==> config.mk <==
export PLATFORM = sky130hd
export DESIGN_NAME = fir_mc_tdm
export DESIGN_NICKNAME = d
export VERILOG_FILES = /design/src/rtl/fir_pkg.sv /design/src/rtl/fir_round_sat.sv /design/src/rtl/fir_mc_tdm.sv
export SDC_FILE = /design/constraint.sdc
export NUM_CORES = 2
export LEC_CHECK = 0
export CAP_MARGIN = 20
export CORE_MARGIN = 2
export CORE_UTILIZATION = 49
export DETAILED_ROUTE_END_ITERATION = 8
export MAX_ROUTING_LAYER = met4
export PLACE_DENSITY_LB_ADDON = 0.25
export SKIP_LAST_GASP = 1
export SYNTH_ARGS = -nofsm -noshare
export SYNTH_HDL_FRONTEND = slang
export SYNTH_SLANG_ARGS = --single-unit
==> constraint.sdc <==
create_clock -name clk -period 11.2 [get_ports clk]
set_input_delay 1.68 -clock clk [delete_from_list [all_inputs] [get_ports clk]]
set_output_delay 1.68 -clock clk [all_outputs]
set_load 0.02 [all_outputs]
==> src/rtl/fir_pkg.sv <==
// Shared types and arithmetic helpers for the FIR filter family:
// sequencer states, width helpers and the round/saturate output scaling.
package fir_pkg;

    typedef enum logic [1:0] {
        IDLE = 2'd0,
        MAC  = 2'd1,
        FIN  = 2'd2,
        OUT  = 2'd3
    } firState_t;

    // Working width for roundSat; must exceed any accumulator width handed to it.
    localparam int RS_MAX_W = 128;

    function automatic int accWidth(input int n, input int taps);
        return 2 * n + $clog2(taps);
    endfunction

    function automatic int chanWidth(input int channels);
        return (channels > 1) ? $clog2(channels) : 1;
    endfunction

    function automatic logic signed [RS_MAX_W-1:0] roundSat(
        input logic signed [RS_MAX_W-1:0] acc,
        input int                         n,
        input int                         frac
    );
        logic signed [RS_MAX_W-1:0] one;
        logic signed [RS_MAX_W-1:0] rounded;
        logic signed [RS_MAX_W-1:0] maxVal;
        logic signed [RS_MAX_W-1:0] minVal;
        one     = RS_MAX_W'(1);
        rounded = acc + (one <<< (frac - 1));
        rounded = rounded >>> frac;
        maxVal  = (one <<< (n - 1)) - one;
        minVal  = -(one <<< (n - 1));
        if (rounded > maxVal) begin
            return maxVal;
        end
        if (rounded < minVal) begin
            return minVal;
        end
        return rounded;
    endfunction

endpackage

==> src/rtl/fir_round_sat.sv <==
// Combinational output scaling: round half toward +inf at FRAC, then clamp
// to the signed N-bit range.
module fir_round_sat
    import fir_pkg::*;
#(
    parameter int N     = 32,
    parameter int FRAC  = 16,
    parameter int ACC_W = 66
) (
    input  logic signed [ACC_W-1:0] acc_i,
    output logic signed [N-1:0]     y_o
);

    logic signed [RS_MAX_W-1:0] accWide;

    assign accWide = {{(RS_MAX_W - ACC_W){acc_i[ACC_W-1]}}, acc_i};
    assign y_o     = N'(roundSat(accWide, N, FRAC));

endmodule

==> src/rtl/fir_mc_tdm.sv <==
// Time-multiplexed multi-channel FIR: one shared multiply-accumulate iterated
// over TAPS cycles per sample, with run-time coefficients and valid/ready I/O.
module fir_mc_tdm
    import fir_pkg::*;
#(
    parameter int N        = 32,
    parameter int TAPS     = 4,
    parameter int CHANNELS = 2,
    parameter int FRAC     = 16
) (
    input  logic                           clk,
    input  logic                           rst,
    input  logic                           ena,
    input  logic                           coef_we,
    input  logic [$clog2(TAPS)-1:0]        coef_addr,
    input  logic signed [N-1:0]            coef_data,
    input  logic                           in_valid,
    output logic                           in_ready,
    input  logic [chanWidth(CHANNELS)-1:0] in_ch,
    input  logic signed [N-1:0]            x_in,
    output logic                           out_valid,
    input  logic                           out_ready,
    output logic [chanWidth(CHANNELS)-1:0] out_ch,
    output logic signed [N-1:0]            y_out,
    output logic                           busy
);

    localparam int ACC_W  = accWidth(N, TAPS);
    localparam int CH_W   = chanWidth(CHANNELS);
    localparam int TAP_W  = $clog2(TAPS);
    localparam int PROD_W = 2 * N;

    firState_t                state_q, state_d;
    logic [TAP_W-1:0]         tap_q, tap_d;
    logic [CH_W-1:0]          ch_q, ch_d;
    logic signed [ACC_W-1:0]  acc_q, acc_d;
    logic signed [N-1:0]      y_q, y_d;
    logic [CH_W-1:0]          outCh_q, outCh_d;
    logic                     outValid_q, outValid_d;

    logic signed [N-1:0]      coef_q [TAPS];
    logic signed [N-1:0]      x_q    [CHANNELS][TAPS];

    logic                     chanOk;
    logic                     coefAddrOk;
    logic                     accept;
    logic                     shiftEn;
    logic                     coefWrite;
    logic signed [PROD_W-1:0] product;
    logic signed [N-1:0]      roundedY;

    // Comparisons are widened by one bit so they stay meaningful when the
    // parameter is an exact power of two.
    assign chanOk     = ({1'b0, in_ch} < (CH_W + 1)'(CHANNELS));
    assign coefAddrOk = ({1'b0, coef_addr} < (TAP_W + 1)'(TAPS));

    assign in_ready  = rst && ena && (state_q == IDLE);
    assign accept    = in_valid && in_ready;
    assign shiftEn   = accept && chanOk;
    assign coefWrite = coef_we && coefAddrOk && (state_q == IDLE);

    assign product = PROD_W'(coef_q[tap_q]) * PROD_W'(x_q[ch_q][tap_q]);

    fir_round_sat #(
        .N     (N),
        .FRAC  (FRAC),
        .ACC_W (ACC_W)
    ) u_roundSat (
        .acc_i (acc_q),
        .y_o   (roundedY)
    );

    assign out_valid = outValid_q;
    assign out_ch    = outCh_q;
    assign y_out     = y_q;
    assign busy      = (state_q != IDLE);

    always_comb begin
        state_d    = state_q;
        tap_d      = tap_q;
        ch_d       = ch_q;
        acc_d      = acc_q;
        y_d        = y_q;
        outCh_d    = outCh_q;
        outValid_d = outValid_q;
        if (ena) begin
            case (state_q)
                IDLE: begin
                    if (shiftEn) begin
                        ch_d    = in_ch;
                        acc_d   = '0;
                        tap_d   = '0;
                        state_d = MAC;
                    end
                end
                MAC: begin
                    acc_d = acc_q + ACC_W'(product);
                    if (tap_q == TAP_W'(TAPS - 1)) begin
                        state_d = FIN;
                    end else begin
                        tap_d = tap_q + 1'b1;
                    end
                end
                FIN: begin
                    y_d        = roundedY;
                    outCh_d    = ch_q;
                    outValid_d = 1'b1;
                    state_d    = OUT;
                end
                OUT: begin
                    if (out_ready) begin
                        outValid_d = 1'b0;
                        state_d    = IDLE;
                    end
                end
                default: begin
                    state_d = IDLE;
                end
            endcase
        end
    end

    always_ff @(posedge clk or negedge rst) begin
        if (!rst) begin
            state_q    <= IDLE;
            tap_q      <= '0;
            ch_q       <= '0;
            acc_q      <= '0;
            y_q        <= '0;
            outCh_q    <= '0;
            outValid_q <= 1'b0;
        end else begin
            state_q    <= state_d;
            tap_q      <= tap_d;
            ch_q       <= ch_d;
            acc_q      <= acc_d;
            y_q        <= y_d;
            outCh_q    <= outCh_d;
            outValid_q <= outValid_d;
        end
    end

    // Coefficient writes only land while idle so a running sum never sees a mixed set.
    always_ff @(posedge clk or negedge rst) begin
        if (!rst) begin
            for (int t = 0; t < TAPS; t++) begin
                coef_q[t] <= '0;
            end
        end else if (coefWrite) begin
            coef_q[coef_addr] <= coef_data;
        end
    end

    always_ff @(posedge clk or negedge rst) begin
        if (!rst) begin
            for (int c = 0; c < CHANNELS; c++) begin
                for (int t = 0; t < TAPS; t++) begin
                    x_q[c][t] <= '0;
                end
            end
        end else if (shiftEn) begin
            for (int c = 0; c < CHANNELS; c++) begin
                if (CH_W'(c) == in_ch) begin
                    x_q[c][0] <= x_in;
                    for (int t = 1; t < TAPS; t++) begin
                        x_q[c][t] <= x_q[c][t-1];
                    end
                end
            end
        end
    end

endmodule

==> Word level (Yosys, flattened, before mapping) <==
Index checks and enable logic that the tools add are counted.
{ "op_classes": {"reduce_logical": 17, "add_sub_neg": 3, "eq_ne": 8, "mux": 30, "n_bitwise": 4, "multipliers": 1, "n_lt_le_gt_ge": 6} }
{ "op_table": {"columns": ["op", "count"], "rows": [
  ["$mux 128", 3],
  ["$mux 32", 9],
  ["$pmux 66 s2", 1],
  ["$bmux 32 s2", 2],
  ["$bwmux 128", 1],
  ["$add 66x17->67 const B", 1],
  ["$add 66x64->66", 1],
  ["$mux 66", 1],
  ["$demux 32 s2", 1],
  ["$mul 32x32->64", 1],
  ["$gt 51x32->1 const B", 1],
  ["$lt 51x32->1 const B", 1],
  ["$mux 2", 5],
  ["$reduce_and 3->1", 3],
  ["$ne 2x2->1 const B", 4],
  ["$pmux 2 s4", 1],
  ["$reduce_and 4->1", 2],
  ["$eq 2x2->1 const B", 3],
  ["$ge 3x3->1 const B", 2],
  ["$not 2->3", 2],
  ["$reduce_and 2->1", 3],
  ["$reduce_bool 2->1", 3],
  ["$logic_and 1x1->1", 5],
  ["$mux 1", 4],
  ["9 further kinds", 9]
]} }
{ "totals": {"output_inout_bits": 36, "register_bits": 489, "word_cells": 88} }

==> Depth between registers and ports, before layout <==
{ "depth": {"depth_word": 10, "ltp_mapped": 36, "mapped_depth_nobuf": 30} }

==> Modules after synthesis <==
From an unflattened synthesis, not the netlist that was laid out.
{ "hier_totals": {"hier_cells": 6186, "area_unflattened_um2": 63105.5} }
{ "modules_own_cells": {"columns": ["module", "seq_area_each_um2", "area_per_inst_um2", "cells_per_inst", "instances"], "rows": [
  ["fir_mc_tdm", 12236.7, 61191.2, 5879, 1],
  ["fir_round_sat", 0.0, 1914.3, 307, 1]
]} }

==> Worst setup path after synthesis <==
Ideal clock, no wire load.
{ "synth_path": {"path_type": "reg2reg", "startpoint": "register tap_q[0]", "endpoint": "register acc_q[61]", "t_arrival_ps": 10095, "period_less_slack_ps": 10211, "setup_ps": 116, "required_ps": 11084, "path_stages_with_launch": 34, "slack_ps": 989, "cell_sequence": "dfrtp_1 clkbuf_1 buf_1 clkbuf_1 mux4_2 nand2_1 nand2_1 clkbuf_1 nand2_1 inv_1 fa_1 inv_1 fa_1 inv_1 fa_1 inv_1 fa_1 inv_1 fa_1 fa_1 fa_1 inv_1 fa_1 inv_1 ha_1 clkbuf_1 nand4_1 or2_2 a2111o_1 a21o_1 nand3_1 a2111oi_0 or4_1 o311ai_0"} }
{ "synth_via": {"elab_chain_cells": 7, "elab_cells_between_ends": 10} }
{ "synth_rtl": {"columns": ["element", "line_no", "source"], "rows": [
  ["start, declared", "fir_mc_tdm.sv:34", "logic [TAP_W-1:0] tap_q, tap_d;"],
  ["start signal, assigned", "fir_mc_tdm.sv:134", "tap_q <= tap_d;"],
  ["$not 2->3 (not written as such) *", "fir_mc_tdm.sv:62", "assign product = PROD_W'(coef_q[tap_q]) * PROD_W'(x_q[ch_q][tap_q]);"],
  ["$bmux 32 s2", "fir_mc_tdm.sv:62", null],
  ["$mux 32 (not written as such) (2 in a row)", "fir_mc_tdm.sv:62", null],
  ["$mul 32x32->64 *", "fir_mc_tdm.sv:62", null],
  ["$add 66x64->66 *", "fir_mc_tdm.sv:97", "acc_d = acc_q + ACC_W'(product);"],
  ["$pmux 66 s2 *", "fir_mc_tdm.sv:87", "case (state_q)"],
  ["end signal, assigned", "fir_mc_tdm.sv:128", "acc_q <= '0;"],
  ["end signal, assigned", "fir_mc_tdm.sv:136", "acc_q <= acc_d;"],
  ["end, declared", "fir_mc_tdm.sv:36", "logic signed [ACC_W-1:0] acc_q, acc_d;"]
]} }
Every way passes the cells marked *; elsewhere a longest branch is shown, timed or not. The select of a mux whose other input is x is not followed.
A chain may end at the register's enable or synchronous reset.

==> Worst setup path after layout <==
{ "layout_path": {"startpoint": "register tap_q[0]", "endpoint": "register acc_q[62]"} }
The elaborated chain is that of the path after synthesis.

==> run metrics <==
setup total negative slack=0 ps; share of cells above drive strength 1=12.84%; routed len/inst=23.47 um; HP Class=register to register; asr flop ratio synth=100.0%; Core Box Area=127200 um2; drt pass-1 iters=6; clock tree from TritonCTS=done; crit path DAT=11280 ps; CTS clk-pin slew, worst paths=60 ps; post-synth top area share=39.42%; Rel. slew slack=17.84%; # clock sinks=489; number of global-route vias before repair=47.63k; Min Hold Slack=499.2 ps; most frequent cells in the layout=inv_1 (1282), fa_1 (1233), nand2_1 (702), nor2_1 (489), dfrtp_1 (486); Setup crit end kind=register; die area=130700 um2; vias post-DR=44.51k; metal2 WL=90050 um; Die W=361.5 um; Cell variety after synth=76; Fin. Hold Viols=0; DIE HEIGHT=361.5 um; Syn Area/Cell=10.20 um2; Critical Path Fanout Max=53; CTS resizes=0; most common cell after layout, fill and taps aside=inv_1; IO Pins=109; Worst Tran Pin Value=1232 ps; initial drt markers=3768; # DRC=0; Area Growth Syn to Fin=8.673%; maximum number of pins on one net before global-route repair=176; syn_nets=7676; r2r startpoint=tap_q[0]; synthesis-stage register bit count=489; met1 WL=68900 um; slowest cell on the critical path=dfrtp_4; initial antenna violation count=2; minimum clock period=10740 ps; max-slew violations=0; routed wl met3=12760 um; clk root buf=clkbuf_16; largest cells by area after synthesis=fa_1 (39%), dfrtp_1 (20%), inv_1 (7.7%); Total Wirelength=185200 um; register area share after synthesis=19.54%; Final setup viols=0; post-route ant nets=0; Worst path max stage delay=960 ps; Total GRT Usage=29.90%; crit share post-route=95.94%; WS Path Type=register to register; Achievable Freq=93.07 MHz; status=finished, final reports clean; Final Skew=27.10 ps; Post-Syn Area=62630 um2; CP most frequent cell=fa_1; CTS H-tree depth=2; standard-cell rows=131; area leader, netlist=fa_1; number of synthesized flops with an enable pin=0; Clock Path Buffers=3; Post-CTS Hold Buffers=0; clk_lat worst skew=680 ps; Port Buffers=108; max cap viols=0; WHS Path Cells=1; Min-Delay Endpoint=x_q[13]; CP startpoint=tap_q[0]; postcts setup bufs=0; min-delay src=x_q[13]; first-pass GRT wire length=285100 um; Initial Utilization=49.24%; CTS Buf Count=55; R2R cell count=26; Critical R2R Capture=acc_q[62]; Startpoint Class=register; synth warn=0; vias per cell=5.642; Reg2Reg Setup Slack=460 ps; WP data required=11730 ps; nets=7718; gr ovfl total=0; cells after synthesis=6142; dpl hpwl=150600 um; final RePlAce weighted congestion=1.008; top sig layer=met4; Post-synth top flop=dfrtp_1; RSZ-0062 raised after global routing=no
-- cell families after synthesis --
family	after synthesis	share of synthesized area, %
flops	489	19.54
compound gates	475	4.747
fa+ha+maj	1461	43.97
mux	530	10.62
simple gates	1504	10.19
xor+xnor	98	1.371
buf+inv	1585	9.560
-- cell type report --
type	count	area [um2]
repair buffers	286	2480
flip-flops and latches	489	12250
clock buffers	83	1592
clock inverters	13	222.7
diodes	4	10.01
well taps	1662	2079
multi-input cells	4068	44610
inverters	1284	4820
fillers	11300	59140
-- metal layers --
metal / vias to the layer above / GRT usage [%]
met5: - / -
met4: 0 / 16.95
met3: 602 / 4.530
met2: 1760 / 47.90
met1: 23290 / 36.35
li1: 18860 / -
-- how the worst max path moves through the flow --
stage | slack (ps) | depth (start not counted) | to
after floorplan | 990 | 33 | acc_q[61]
after global placement | 690 | 26 | acc_q[62]
after detailed placement | 660 | 26 | acc_q[62]
after CTS | 620 | 26 | acc_q[62]
after global routing | 230 | 26 | acc_q[62]
final | 460 | 26 | acc_q[62]
-- Yosys cell counts, types with 48 or more instances --
cell type and instances:
nand2b_1 55, o21ai_0 106, dfrtp_1 489, nor2_1 491
fa_1 1233, inv_1 1283, nand2_1 706, ha_1 228
nand3_1 83, xnor2_1 73, mux2i_1 48, mux2_2 416
a21oi_1 155, mux4_2 66, clkbuf_1 255
-- flip-flops by register name (all words and copies together) (netlist names) --
name / cells
coef_q: 128
out_ch: 1
ch_q: 1
acc_q: 66
y_out: 32
state_q: 2
x_q: 256
out_valid: 1
tap_q: 2
-- metrics by stage --
stage | area (um2) | instances | worst slack [ps] | utilization (%)
3_5_place_dp | 66220 | 7788 | 659.4 | 52.06
2_1_floorplan | 62630 | 6142 | 989.2 | -
4_1_cts | 68030 | 7884 | 617.8 | 53.49
6_report | 68060 | 7889 | 455.1 | 53.51
5_1_grt | 68050 | 7887 | 228.1 | 53.50
3_3_place_gp | 66220 | 7788 | 686.3 | 52.06
-- worst max-delay path: cells and delay by family, from the launching register on --
family	cells	cell delay [ps]
and+or+nand+nor	5	970
adders and majority gates	9	5110
AOI/OAI and AO/OA	4	1830
DFF	1	960
muxes	1	430
buffers and inverters	7	1210
Power is not shown: default switching activity piles up to over one toggle a cycle in this logic, so the estimate is an artifact.
